===== src/rtl/pipe_ctrl_pkg.sv =====
// rtl/pipe_ctrl_pkg.sv - shared constants and types for the pipeline hazard controller
package pipe_ctrl_pkg;

  localparam int REG_ADDR_W = 3;

  localparam logic [1:0] FWD_RF = 2'b00;
  localparam logic [1:0] FWD_EX = 2'b01;
  localparam logic [1:0] FWD_WB = 2'b10;

  typedef enum logic {
    ST_RUN  = 1'b0,
    ST_LONG = 1'b1
  } state_e;

endpackage


===== src/rtl/fwd_select.sv =====
// rtl/fwd_select.sv - operand forwarding select for one ID source
module fwd_select
  import pipe_ctrl_pkg::*;
(
  input  logic [REG_ADDR_W-1:0] i_src,
  input  logic                  i_use,
  input  logic                  i_ex_v,
  input  logic                  i_ex_rw,
  input  logic [REG_ADDR_W-1:0] i_ex_rd,
  input  logic                  i_wb_v,
  input  logic [REG_ADDR_W-1:0] i_wb_rd,
  output logic [1:0]            o_sel
);

  logic w_ex_hit;
  logic w_wb_hit;

  // EX holds the younger write, so it must win over WB.
  assign w_ex_hit = i_use && i_ex_v && i_ex_rw && (i_ex_rd == i_src);
  assign w_wb_hit = i_use && i_wb_v && (i_wb_rd == i_src);

  always_comb begin
    o_sel = FWD_RF;
    if (w_ex_hit)      o_sel = FWD_EX;
    else if (w_wb_hit) o_sel = FWD_WB;
  end

endmodule


===== src/rtl/pipe_hazard_ctrl.sv =====
// rtl/pipe_hazard_ctrl.sv - pipeline freeze, bubble and forwarding controller
module pipe_hazard_ctrl
  import pipe_ctrl_pkg::*;
#(
  parameter int STALL_CNT_W = 8
) (
  input  logic                   i_clk,
  input  logic                   i_reset,
  input  logic                   i_if_id_valid,
  input  logic [REG_ADDR_W-1:0]  i_id_rs1,
  input  logic [REG_ADDR_W-1:0]  i_id_rs2,
  input  logic                   i_id_uses_rs1,
  input  logic                   i_id_uses_rs2,
  input  logic [REG_ADDR_W-1:0]  i_id_rd,
  input  logic                   i_id_reg_write,
  input  logic                   i_id_alu_op,
  input  logic                   i_ext_hold,
  input  logic                   i_flush,
  output logic                   o_stall,
  output logic                   o_ex_hold,
  output logic                   o_bubble,
  output logic [1:0]             o_fwd_sel1,
  output logic [1:0]             o_fwd_sel2,
  output logic [STALL_CNT_W-1:0] o_stall_cycles
);

  state_e                  r_state;
  logic                    r_ex_v;
  logic                    r_ex_rw;
  logic [REG_ADDR_W-1:0]   r_ex_rd;
  logic                    r_ex_long;
  logic                    r_wb_v;
  logic [REG_ADDR_W-1:0]   r_wb_rd;
  logic                    r_flush_pend;
  logic [STALL_CNT_W-1:0]  r_stall_cycles;

  logic w_long_freeze;
  logic w_freeze;
  logic w_bubble;

  // A long op freezes only on its first EX cycle; LONG state marks the second.
  assign w_long_freeze = (r_state == ST_RUN) && r_ex_v && r_ex_long;
  assign w_freeze      = i_ext_hold || w_long_freeze;
  assign w_bubble      = !w_freeze && (i_flush || r_flush_pend || !i_if_id_valid);

  assign o_stall        = w_freeze;
  assign o_ex_hold      = w_freeze;
  assign o_bubble       = w_bubble;
  assign o_stall_cycles = r_stall_cycles;

  fwd_select u_fwd1 (
    .i_src   (i_id_rs1),
    .i_use   (i_id_uses_rs1),
    .i_ex_v  (r_ex_v),
    .i_ex_rw (r_ex_rw),
    .i_ex_rd (r_ex_rd),
    .i_wb_v  (r_wb_v),
    .i_wb_rd (r_wb_rd),
    .o_sel   (o_fwd_sel1)
  );

  fwd_select u_fwd2 (
    .i_src   (i_id_rs2),
    .i_use   (i_id_uses_rs2),
    .i_ex_v  (r_ex_v),
    .i_ex_rw (r_ex_rw),
    .i_ex_rd (r_ex_rd),
    .i_wb_v  (r_wb_v),
    .i_wb_rd (r_wb_rd),
    .o_sel   (o_fwd_sel2)
  );

  always_ff @(posedge i_clk) begin
    if (i_reset) begin
      r_state <= ST_RUN;
    end else if (!i_ext_hold) begin
      if (w_long_freeze)          r_state <= ST_LONG;
      else if (r_state == ST_LONG) r_state <= ST_RUN;
    end
  end

  always_ff @(posedge i_clk) begin
    if (i_reset) begin
      r_ex_v    <= 1'b0;
      r_ex_rw   <= 1'b0;
      r_ex_rd   <= '0;
      r_ex_long <= 1'b0;
      r_wb_v    <= 1'b0;
      r_wb_rd   <= '0;
    end else if (i_ext_hold) begin
      r_ex_v <= r_ex_v;
    end else if (w_long_freeze) begin
      r_wb_v <= 1'b0;
    end else begin
      r_wb_v  <= r_ex_v && r_ex_rw;
      r_wb_rd <= r_ex_rd;
      if (!w_bubble) begin
        r_ex_v    <= 1'b1;
        r_ex_rw   <= i_id_reg_write;
        r_ex_rd   <= i_id_rd;
        r_ex_long <= i_id_alu_op;
      end else begin
        r_ex_v <= 1'b0;
      end
    end
  end

  // A flush seen while frozen is remembered until the first unfrozen edge.
  always_ff @(posedge i_clk) begin
    if (i_reset)       r_flush_pend <= 1'b0;
    else if (w_freeze) r_flush_pend <= r_flush_pend || i_flush;
    else               r_flush_pend <= 1'b0;
  end

  always_ff @(posedge i_clk) begin
    if (i_reset)
      r_stall_cycles <= '0;
    else if (w_freeze && (r_stall_cycles != {STALL_CNT_W{1'b1}}))
      r_stall_cycles <= r_stall_cycles + 1'b1;
  end

endmodule

===== config.mk =====
export PLATFORM = sky130hd
export DESIGN_NAME = pipe_hazard_ctrl
export DESIGN_NICKNAME = d
export VERILOG_FILES = /design/src/rtl/pipe_ctrl_pkg.sv /design/src/rtl/fwd_select.sv /design/src/rtl/pipe_hazard_ctrl.sv
export SDC_FILE = /design/constraint.sdc
export NUM_CORES = 1
export LEC_CHECK = 0
export ABC_AREA = 1
export CELL_PAD_IN_SITES_DETAIL_PLACEMENT = 0
export CELL_PAD_IN_SITES_GLOBAL_PLACEMENT = 2
export CORE_UTILIZATION = 27
export DETAILED_ROUTE_END_ITERATION = 7
export GPL_ROUTABILITY_DRIVEN = 0
export PLACE_DENSITY = 0.94
export SYNTH_ARGS = -nofsm -noshare
export SYNTH_HDL_FRONTEND = slang
export SYNTH_SLANG_ARGS = --single-unit

===== constraint.sdc =====
create_clock -name i_clk -period 3.14 [get_ports i_clk]
set_input_delay 0.628 -clock i_clk [delete_from_list [all_inputs] [get_ports i_clk]]
set_output_delay 0.628 -clock i_clk [all_outputs]
set_load 0.01 [all_outputs]

After elaboration in Yosys (flattened, before gate mapping)
Cells that the tools add are included.
{"block": "word_totals", "regBits": 20, "latchBits": 0, "ramBits": 0, "rom_bits": 0, "inputBits": 18, "output_inout_bits": 15, "word_cells": 50, "memories": 0}
{"block": "classes", "addsub": 1, "mul": 0, "n_div": 0, "n_lt_le_gt_ge": 0, "eq_ne": 5, "shifts": 0, "muxes": 7, "bitwise_logic": 5, "n_reduce_logical": 23}
{"operator": "$logic_and A1 B1 Y1", "n": 15}
{"operator": "$eq A3 B3 Y1", "n": 4}
{"operator": "$add A8 B1 Y8 const B", "n": 1}
{"operator": "$mux W2", "n": 4}
{"operator": "$ne A8 B8 Y1 const B", "n": 1}
{"operator": "$not A1 Y1", "n": 5}
{"operator": "$logic_or A1 B1 Y1", "n": 3}
{"operator": "$mux W1", "n": 3}
{"operator": "$reduce_and A3 Y1", "n": 1}
{"operator": "$logic_not A1 Y1", "n": 2}
{"operator": "$reduce_and A2 Y1", "n": 1}
{"operator": "$reduce_or A2 Y1", "n": 1}

Logic depth before layout (Yosys ltp)
Gate-level depths: netlist of run 1.
{"block": "depth", "depth_word": 8, "mapped_depth": 9, "mapped_depth_nobuf": 9}

Cells and area by module
Synthesis of run 1 repeated with hierarchy kept, for this count alone.
{"block": "unflattened", "hier_cells": 188, "area_unflattened_um2": 1224.9}
{"mod": "pipe_hazard_ctrl", "instances": 1, "cells_per_inst": 124, "area_per_inst_um2": 954.7, "seq_area_each_um2": 400.4}
{"mod": "fwd_select", "instances": 2, "cells_per_inst": 32, "area_per_inst_um2": 135.1, "seq_area_each_um2": 0.0}

Least setup slack after synthesis of run 1
Ideal clock, no wire load.
{"block": "synth_path", "path_kind": "input -> output", "from": "in i_id_rs2[0]", "to": "out o_fwd_sel2[0]", "arrival_time_ns": 1.140, "slack_ns": 1.372, "stages": 4, "n_path_buf": 1, "cell_sequence": "xnor2_1 nand3_1 nor3_1 buf_4"}
{"block": "synth_via", "elab_chain_cells": 3}
{"element": "start, declared", "line": "pipe_hazard_ctrl.sv:11", "rtl": "input logic [REG_ADDR_W-1:0] i_id_rs2,"}
{"element": "$eq A3 B3 Y1", "line": "fwd_select.sv:19", "rtl": "assign w_ex_hit = i_use && i_ex_v && i_ex_rw && (i_ex_rd == i_src);"}
{"element": "$logic_and A1 B1 Y1", "line": "fwd_select.sv:19"}
{"element": "named net u_fwd2.w_ex_hit", "line": "fwd_select.sv:15", "rtl": "logic w_ex_hit;"}
{"element": "$mux W2", "line": "fwd_select.sv:24", "rtl": "if (w_ex_hit) o_sel = FWD_EX;"}
{"element": "end, declared", "line": "pipe_hazard_ctrl.sv:23", "rtl": "output logic [1:0] o_fwd_sel2,"}
The timed path passes the listed nets, and every way through them passes these cells.

Final worst setup path of run 1
{"block": "layout_path", "from": "in i_id_rs2[0]", "to": "out o_fwd_sel2[0]"}
{"block": "layout_via", "elab_chain_cells": 3}
{"element": "$eq A3 B3 Y1", "line": "fwd_select.sv:19"}
{"element": "$logic_and A1 B1 Y1", "line": "fwd_select.sv:19"}
{"element": "$mux W2", "line": "fwd_select.sv:24"}
No other way between the ends.

==> results.md, run 1 <==
* Normalized max-slew margin at 0.715
* Final Critical Period at 2.79 ns
* Number of remaining DRC errors at 0
* Synthesized netlist cell count at 153
* Area leader, netlist: dfxtp_1
* Synth Register Bits at 20
* CP max-delay cell: clkdlybuf4s50_1
* Compound-Gate Fraction of Synth Area at 0.0728
* Mux share of post-synthesis cell area at 0
* Worst hold slack after final layout at 0.478 ns
* GR Util All Layers at 0.129
* Sum of routed wire length over all layers at 2.54 mm
* Post-Syn Area at 1100 sq um
* Max IR drop VDD at 0.000145 V
* HPWL Detailed at 1.95 mm
* Share of the clock period used by the worst path after layout at 0.887
* Unrepaired setup endpoints after global routing: no
* Maximum number of pins on one net before global-route repair at 18
* Data arrival, critical path at 2.16 ns
* Number of placement rows at 22
* Max Buffers Root-to-Sink at 2
* Post-CTS Hold Fix Bufs at 0
* Sequential cell area fraction in the yosys report at 0.364
* CP Buf/Inv Count at 2
* DR iter-0 viols at 26
* Ordered list of cells on the worst path: clkdlybuf4s50_1 > xnor2_1 > nand3_1 > nor3_1 > clkdlybuf4s50_1
* Buffers inserted during post-CTS setup optimization at 0
* Highest net fanout along the worst path at 3
* Gate family responsible for the most delay along the worst path: buffers and inverters
* Fraction of final layout cells sized beyond drive strength 1 at 0.0978
* Number of global-route vias before repair at 963
* MaxCap Viol Count at 0
* Final number of hold-violating endpoints at 0
* Total non-filler cell area in the finished layout at 1500 sq um
* Combinational family with the most area after synthesis: simple AND/OR/NAND/NOR gates
* Commonest cells after routing, fill and taps aside: nor2_1, clkdlybuf4s50_1, nand2_1
* Die span in y at 65.8 um
* Worst Tran Pin Value at 0.427 ns
* Cells resized by post-CTS repair at 0
* Placed instance area at 1440 sq um
* TritonCTS clock tree: done
* Synthesis-to-finish area growth at 36.2%
* Routed via count at 1001
* Clock-pin slew of the registers on the worst-case setup and hold paths at 0.07 ns
* Required time at the endpoint of the critical path at 2.51 ns
* Number of H-tree branching levels at 1
* Worst Hold Launch: r_state
* Final Skew at 0.00438 ns
* Placed cell count at 228
* Effective utilization at floorplan at 0.292
* Share of Yosys cell area claimed by the top area cell type at 0.364
* Die outline area at 4330 sq um
* Basic-gate share of the synthesized area counting and, or, nand and nor cells at 0.359
* Path type of the worst setup path: in2out
* Sort of element at the end of the critical path: output pin
* Antenna violations before repair at 0
* Number of top-level design ports at 33
* Number of sinks driven by the clock tree at 20
* Mapped Nets at 172
* Area of the placeable core at 3770 sq um
* Power per cell area at 375 nW/um^2
* Most numerous cell on the critical path: clkdlybuf4s50_1
* Synthesized-area fraction occupied by xor and xnor cells at 0.111
* Leakage power at 0.000610 uW
* CP peak stage delay at 0.58 ns
* Reg2Reg Launch Point: o_stall_cycles[0]
* ANT cells at 0
* Count of pins over their slew limit at 0
* Final instance count without filler cells at 232
* Overflow left after global routing at 0
* Synth warnings at 0
* Via density per instance at 4.31
* Remaining number of nets flagged by the antenna check after routing at 0
* Syn avg cell area at 7.19 sq um
* Number of CTS-inserted buffers at 3
* Launch point of the critical path: i_id_rs2[0]
* Wire length of the first global-routing pass at 4.33 mm
* Clk Latency, worst-skew pair at 0.25 ns
* PortBufs at 32
* Clock root buffer: clkbuf_8
* Worst min-delay path class: reg2reg
* Leading cell types by total area after synthesis: dfxtp_1, nor2_1, nand2_1, xor2_1, xnor2_1
* Setup TNS at 0 ns
* # setup viols final at 0
* Number of distinct library cells after synthesis at 23
* Final layout net count at 204
* Detailed Routing Iterations Pass 1 at 4
* Result of the run: complete, no violations
* Average wire length per cell after detail routing at 11.0 um
* Peak clock frequency supported by timing at 0.359 GHz
* Floorplan die width at 65.8 um
* Startpoint type of the worst setup path: input pin
* Synthesized-area fraction occupied by adder cells at 0.0114
[layer usage]
layer / up-vias / track usage / wire, um
li1: 540 / - / -
met1: 435 / 0.175 / 1280
met2: 24 / 0.199 / 1110
met3: 2 / 0.0207 / 114
met4: 0 / 0.0571 / 34
met5: - / 0 / 0
[stage by stage]
step | util | worst slack [ns] | total power (uW)
2_1_floorplan | - | 1.37 | 333
3_3_place_gp | 0.383 | 0.395 | 376
3_5_place_dp | 0.383 | 0.360 | 378
4_1_cts | 0.397 | 0.351 | 574
5_1_grt | 0.397 | 0.203 | 598
6_report | 0.397 | 0.353 | 561
[cell families after synthesis]
family | Yosys count
buf+inv | 18
simple gates | 84
compound gates | 16
flops | 20
fa+ha+maj | 1
xor+xnor | 14
[state kept, by name (all words and copies together) (netlist names)]
| name | flops |
|---|---|
| r_ex_rw | 1 |
| r_wb_v | 1 |
| r_ex_long | 1 |
| r_ex_v | 1 |
| r_ex_rd | 3 |
| r_flush_pend | 1 |
| r_state | 1 |
| r_wb_rd | 3 |
| o_stall_cycles | 8 |
[synth_stat cells]
master    count
nand2_1      28
nor2_1       32
nor3_1        2
nand2_2       2
clkbuf_4      1
xnor2_1       6
inv_2         1
xor2_1        8
a21oi_1       7
o21ai_0       9
nand2_4       3
buf_4         4
nand4_1       4
nor2_4        1
ha_1          1
or2_2         1
inv_4         1
nor3b_2       1
nand3_2       1
nand3_1       6
nor2_2        3
dfxtp_1      20
inv_1        11
[worst reg2reg max path, cell delays in order (launching register included)]
cell and delay (ns):
dfxtp_1 0.41, ha_1 0.23, nand2_2 0.09, nor2_4 0.13, nand2_4 0.09, nand2_4 0.11, inv_4 0.06, nor2_1 0.08
nor2_1 0.05
[final cells by class]
cell class                 count  area [sq um]
fill                         386          2270
timing repair buffer          32           320
tap                           48          60.1
multi-input combinational    115           611
clock buffer                   4          55.1
sequential                    20           400
inverter                      13          51.3
[path summary, 6_finish.rpt]
check                       to  slack, ns  depth (start not counted)
min reg2reg            r_state       0.48                          2
max reg2reg  o_stall_cycles[1]       1.79                          8
max              o_fwd_sel2[0]       0.35                          5
min                    r_state       0.48                          2
[where the power goes]
group | internal (uW) | leakage, uW | switching (uW)
combinational | 49.7 | 0.000417 | 42.7
sequential | 266 | 0.000164 | 13.1
clock | 111 | 0.0000288 | 78.5
Power figures use the tool's default switching activity.
==> run 2, diff against run 1 <==
--- a/config.mk
+++ b/config.mk
@@ -14,4 +14,5 @@
 export PLACE_DENSITY = 0.94
 export SYNTH_ARGS = -nofsm -noshare
 export SYNTH_HDL_FRONTEND = slang
+export SYNTH_HIERARCHICAL = 1
 export SYNTH_SLANG_ARGS = --single-unit
==> run 2 against run 1 <==
Net effect:
- worst hold slack lost 0.020 ns
- routed wire length increased by 11%
- count of clock-buffer cells in the layout unchanged
- critical path depth grew 3
- via count grew 17%
- clock power up 3%
- first-iteration DRC count is 62% higher
- sequential power is 2% higher
- critical path type unchanged
- largest power group unchanged
==> results.md, run 2 <==
* Number of global-route vias before repair at 1046
* Number of sinks driven by the clock tree at 20
* Total non-filler cell area in the finished layout at 1620 sq um
* Number of H-tree branching levels at 1
* Clock-pin slew of the registers on the worst-case setup and hold paths at 0.07 ns
* ANT cells at 0
* Number of remaining DRC errors at 0
* Placed instance area at 1560 sq um
* PortBufs at 32
* MaxCap Viol Count at 0
* Setup TNS at 0 ns
* GR Util All Layers at 0.123
* Detailed Routing Iterations Pass 1 at 4
* Final layout net count at 239
* Number of distinct library cells after synthesis at 25
* Result of the run: complete, no violations
* Remaining number of nets flagged by the antenna check after routing at 0
* Normalized max-slew margin at 0.719
* HPWL Detailed at 2.13 mm
* Synthesized netlist cell count at 188
* Power per cell area at 362 nW/um^2
* Startpoint type of the worst setup path: input pin
* Die span in y at 69.4 um
* Fraction of synthesis flops using an asynchronous set or reset pin at 0
* Cells resized by post-CTS repair at 0
* Number of placement rows at 24
* Synthesis-to-finish area growth at 32.0%
* Clk Latency, worst-skew pair at 0.26 ns
* Mapped Nets at 207
* Leading cell types by total area after synthesis: dfxtp_1, nand2_1, nor2_1, inv_1, nand3_1
* Routed via count at 1167
* Gate family responsible for the most delay along the worst path: buffers and inverters
* Path type of the worst setup path: in2out
* Post-Syn Area at 1220 sq um
* Clock root buffer: clkbuf_8
* Worst hold slack after final layout at 0.458 ns
* Leakage power at 0.000692 uW
* Synth Register Bits at 20
* # setup viols final at 0
* Share of Yosys cell area claimed by the top area cell type at 0.327
* Final Critical Period at 2.72 ns
* DR iter-0 viols at 42
* Total power at 586 uW
* Area leader, netlist: dfxtp_1
* Number of top-level design ports at 33
* Final number of hold-violating endpoints at 0
* Via density per instance at 4.31
* Syn avg cell area at 6.52 sq um
* FILL cells at 485
* CP max-delay cell: clkdlybuf4s50_1
* Worst Tran Pin Value at 0.420 ns
* Required time at the endpoint of the critical path at 2.51 ns
* Fraction of final layout cells sized beyond drive strength 1 at 0.0959
* Effective utilization at floorplan at 0.281
* Average wire length per cell after detail routing at 10.4 um
* Flip-flop count of the largest register, all copies and words added at 8
* Area of the placeable core at 4350 sq um
* Max IR drop VDD at 0.000153 V
* Count of pins over their slew limit at 0
* Commonest cells after routing, fill and taps aside: nand2_1, nor2_1, clkdlybuf4s50_1
* Unrepaired setup endpoints after global routing: no
* Sequential cell area fraction in the yosys report at 0.327
* Max Buffers Root-to-Sink at 2
* CP peak stage delay at 0.53 ns
* Most numerous cell on the critical path: nand2_1
* Antenna violations before repair at 0
* Worst min-delay path class: reg2reg
* Data arrival, critical path at 2.09 ns
* Maximum number of pins on one net before global-route repair at 16
* Post-CTS Hold Fix Bufs at 0
* Share of the clock period used by the worst path after layout at 0.867
* Final Skew at 0.00356 ns
* Sum of routed wire length over all layers at 2.82 mm
* Worst setup slack for register-to-register paths at 1.76 ns
* Highest net fanout along the worst path at 2
* Synth warnings at 6
* Die outline area at 4810 sq um
* Commonest non-fill, non-tap cell in the layout: nand2_1
* Wire length of the first global-routing pass at 4.64 mm
* EDFF count, synth at 0
* Placed cell count at 267
* Number of CTS-inserted buffers at 3
* Buffers inserted during post-CTS setup optimization at 0
* Ordered list of cells on the worst path: clkdlybuf4s50_1 > inv_1 > nand2_1 > nand2_1 > nor2_1 > nand2_1 > nor2_1 > clkdlybuf4s50_1
* Most used DFF post-synth: dfxtp_1
* CP Buf/Inv Count at 3
* TritonCTS clock tree: done
* Sort of element at the end of the critical path: output pin
* Final instance count without filler cells at 271
* Peak clock frequency supported by timing at 0.367 GHz
* Top cell types by occurrence after synthesis: nand2_1, nor2_1, inv_1
* Floorplan die width at 69.4 um
* Most frequently used cell type in the post-synthesis netlist: nand2_1
* Overflow left after global routing at 0
run 2: cell count changes after synthesis, moves of 2 or more:
cell / change
xor2_1: -5
nand2_1: +20
nor3_1: -2
a21oi_1: -2
inv_2: +2
o21ai_0: -3
inv_1: +12
nor2_1: +10
o21ai_1: +4
nand4_1: -2
xnor2_1: -2
run 2: final cells by class:
cell class | count | area [sq um] | share of cell area
Tap cell | 52 | 65.1 | 0.0402
Sequential cell | 20 | 400 | 0.248
Multi-Input combinational cell | 136 | 669 | 0.414
Timing Repair Buffer | 32 | 320 | 0.198
Clock buffer | 4 | 55.1 | 0.0341
Inverter | 27 | 106 | 0.0658
run 2: tightest hold or removal path, cell delays in order, from the launching register on:
cell and delay, ns:
dfxtp_1 0.30, inv_1 0.06, a21oi_1 0.06
run 2: layer usage:
layer  up-vias  track usage  share of wire
met5         -            0              0
met4         0       0.0544          0.017
met3         5       0.0247          0.047
met2        29        0.213           0.47
met1       501        0.147           0.46
li1        632            -              -
run 2: where the power goes:
group / switching [uW] / internal [uW]
Combinational: 51.6 / 54.1
Sequential: 17.4 / 267
Clock: 83.9 / 112
run 2: cells by family (layout without fill, tap and decap cells):
kind of cell / Yosys count / after routing / synth area share
and+or+nand+nor: 113 / 113 / 0.425
buffers and inverters: 32 / 63 / 0.127
DFF: 20 / 20 / 0.327
AOI/OAI and AO/OA: 15 / 15 / 0.0613
xor gates and xnor gates: 7 / 7 / 0.0501
adders and majority gates: 1 / 1 / 0.0102
run 2: worst paths after layout:
kind | startpoint | endpoint | depth (start not counted)
min | r_state | r_state | 2
max reg2reg | o_stall_cycles[0] | o_stall_cycles[0] | 8
min reg2reg | r_state | r_state | 2
max | i_id_rs1[0] | o_fwd_sel1[1] | 8
run 2: through the flow:
step                      worst slack, ns  utilization
after global placement              0.401        0.359
after detailed placement            0.399        0.359
after CTS                           0.395        0.371
final                               0.417        0.371
after floorplan                      1.45            -
after global routing                0.313        0.371
==> variant: new RTL, config.mk and constraints of run 1 <==
Set the parameter `STALL_CNT_W` to 6 (it was 8).
--- a/src/rtl/pipe_hazard_ctrl.sv
+++ b/src/rtl/pipe_hazard_ctrl.sv
@@ -2,7 +2,7 @@
 module pipe_hazard_ctrl
   import pipe_ctrl_pkg::*;
 #(
-  parameter int STALL_CNT_W = 8
+  parameter int STALL_CNT_W = 6
 ) (
   input  logic                   i_clk,
   input  logic                   i_reset,
Ports: changed (resized o_stall_cycles); port bits go from 33 to 31. No check against the original RTL was run, so the function may have changed too.
==> variant against run 1 <==
- final area is 8.6% lower
- worst setup slack improved by 9.3 ps
- wire length fell by 10%
- count of clock-buffer cells in the layout unchanged
- largest cell class unchanged
- power down 7.1%
- synthesized cell count is 5.2% lower
- synthesized area shrank 9.3%
- sequential cell count shrank 2
- highest routed layer unchanged
==> variant: results (changes against run 1) <==
[clock_network]
cts.repair.resized = 0  ; unchanged
clk_latency_ps = 250  ; about the same
cts-buffers-inserted = 3  ; unchanged
root_buffer = clkbuf_8
clk_pin_slew_ps = 60

[grt]
grt_pass1_wl_mm = 3.995  ; -7.7%
grt_pass1_vias = 907  ; -5.8%
grt_util_all_layers_pct = 12.87  ; about the same
grt_max_degree = 16  ; -2

[setup_path]
reg2reg_slack_ps = 1850  ; +60 ps
rr_worst_depth = 9  ; +1
rr_startpoint = o_stall_cycles[0]
critPathMaxFanout = 15  ; +12
regToRegEndpoint = o_stall_cycles[0]
crit_start = i_ext_hold
cp.arrival_ps = 2150

[final_layout]
largest_reg_flops = 6  ; -2
nFillCells = 369  ; -4.4%
drive_above_1_share_pct = 8.621  ; -1.2 points
diodes = 0  ; unchanged
nNetsFinal = 194  ; -4.9%

[power]
p_leak_nw = 0.5922  ; -2.9%
ir_drop_mv = 0.1844  ; +28%
switchingPower_mw = 0.1260  ; -6.2%

[synthesis]
synth_compound_area_share_pct = 9.536  ; +2.3 points
synth-adder-area-share_pct = 1.255  ; +0.12 points
yosys_warnings = 0  ; unchanged
syn_inst = 145  ; -5.2%
syn-num-nets = 164  ; -4.7%
yosysSeqAreaShare_pct = 36.14  ; -0.27 points
synth.distinct_cells = 21  ; -8.7%
synth_top_cells_by_area = dfxtp_1 36%, nand2_1 12%, nor2_1 10%
synth-xor-area-share_pct = 7.026  ; -4.1 points
synth_common_cells = 31 x nand2_1, 27 x nor2_1, 18 x dfxtp_1
synth-main-ff-cell = dfxtp_1

[route]
drtAntennaViolNets = 0  ; unchanged
vias = 953  ; -4.8%
drtIter0Drc = 28  ; +7.7%
wl_mm = 2.285  ; -10%

[sta]
hold_viol = 0  ; unchanged
clock_skew_ps = 4.712  ; +0.3337 ps
maxSlewHeadroom_pct = 76.24  ; +4.8 points

[min_path]
worstHoldStart = r_flush_pend
min_to = r_flush_pend

[placed_design]
port_buffers = 30  ; -6.3%
hpwlAfterDp_mm = 1.807  ; -7.3%

[run_status]
status = completed

## variant: cell count changes after synthesis, sizes merged, moves of 2 or more
cell | before | now
xor2 | 8 | 2
o211ai | 0 | 2
dfxtp | 20 | 18
nor2 | 36 | 30
inv | 13 | 19
nand2 | 33 | 36
## variant: worst max path at each step
stage                    endpoint  slack (ps)  cells past startpoint
CTS                      o_bubble         350                      7
global route             o_bubble         260                      7
global placement         o_bubble         370                      7
finish                   o_bubble         360                      7
floorplan           o_fwd_sel1[0]        1390                      6
detailed placement       o_bubble         350                      7
## variant: power groups by stage
| stage | clock network [mW] | registers [mW] | logic [mW] |
|---|---|---|---|
| finish | 0.188 | 0.249 | 0.0843 |
| global route | 0.209 | 0.251 | 0.0934 |
| CTS | 0.196 | 0.249 | 0.0857 |
| detailed placement | 0 | 0.255 | 0.0852 |
| global placement | 0 | 0.254 | 0.0839 |
| floorplan | 0 | 0.253 | 0.0448 |
## variant: cell type report
class / count / area share, %
Tap cell: 46 / 4.205
Timing Repair Buffer: 30 / 21.94
Clock buffer: 4 / 4.022
Inverter: 19 / 5.210
Sequential cell: 18 / 26.33
Multi-Input combinational cell: 103 / 38.30
## variant: metal layers
| metal | vias to the layer above | global-route usage (%) | part of all wire [%] |
|---|---|---|---|
| li1 | 507 | - | - |
| met1 | 418 | 15.52 | 51 |
| met2 | 26 | 21.88 | 45 |
| met3 | 2 | 2.372 | 3.3 |
| met4 | 0 | 6.105 | 0.61 |
| met5 | - | 0 | 0 |
## variant: cells by family after synthesis
group / after synthesis
and+or+nand+nor: 76
buffers and inverters: 24
AOI/OAI and AO/OA: 18
DFF: 18
xor gates and xnor gates: 8
adders and majority gates: 1
## variant: critical path, cell delays in order
cell and delay [ps]:
clkdlybuf4s50_1 460, inv_1 140, nand2_4 140, inv_1 130, nand2_1 80, inv_1 60
clkdlybuf4s50_1 520
## variant: metrics by stage
step	worst slack, ps	std cells	cell area [um2]	hold slack [ps]	utilization, %
floorplan	1386	145	997.2	436.5	-
global placement	369.6	216	1314	454.2	38.17
detailed placement	347.4	216	1314	463.2	38.17
CTS	347.2	220	1369	473.9	39.77
global route	255.9	220	1369	504.6	39.77
finish	362.6	220	1369	474.6	39.77
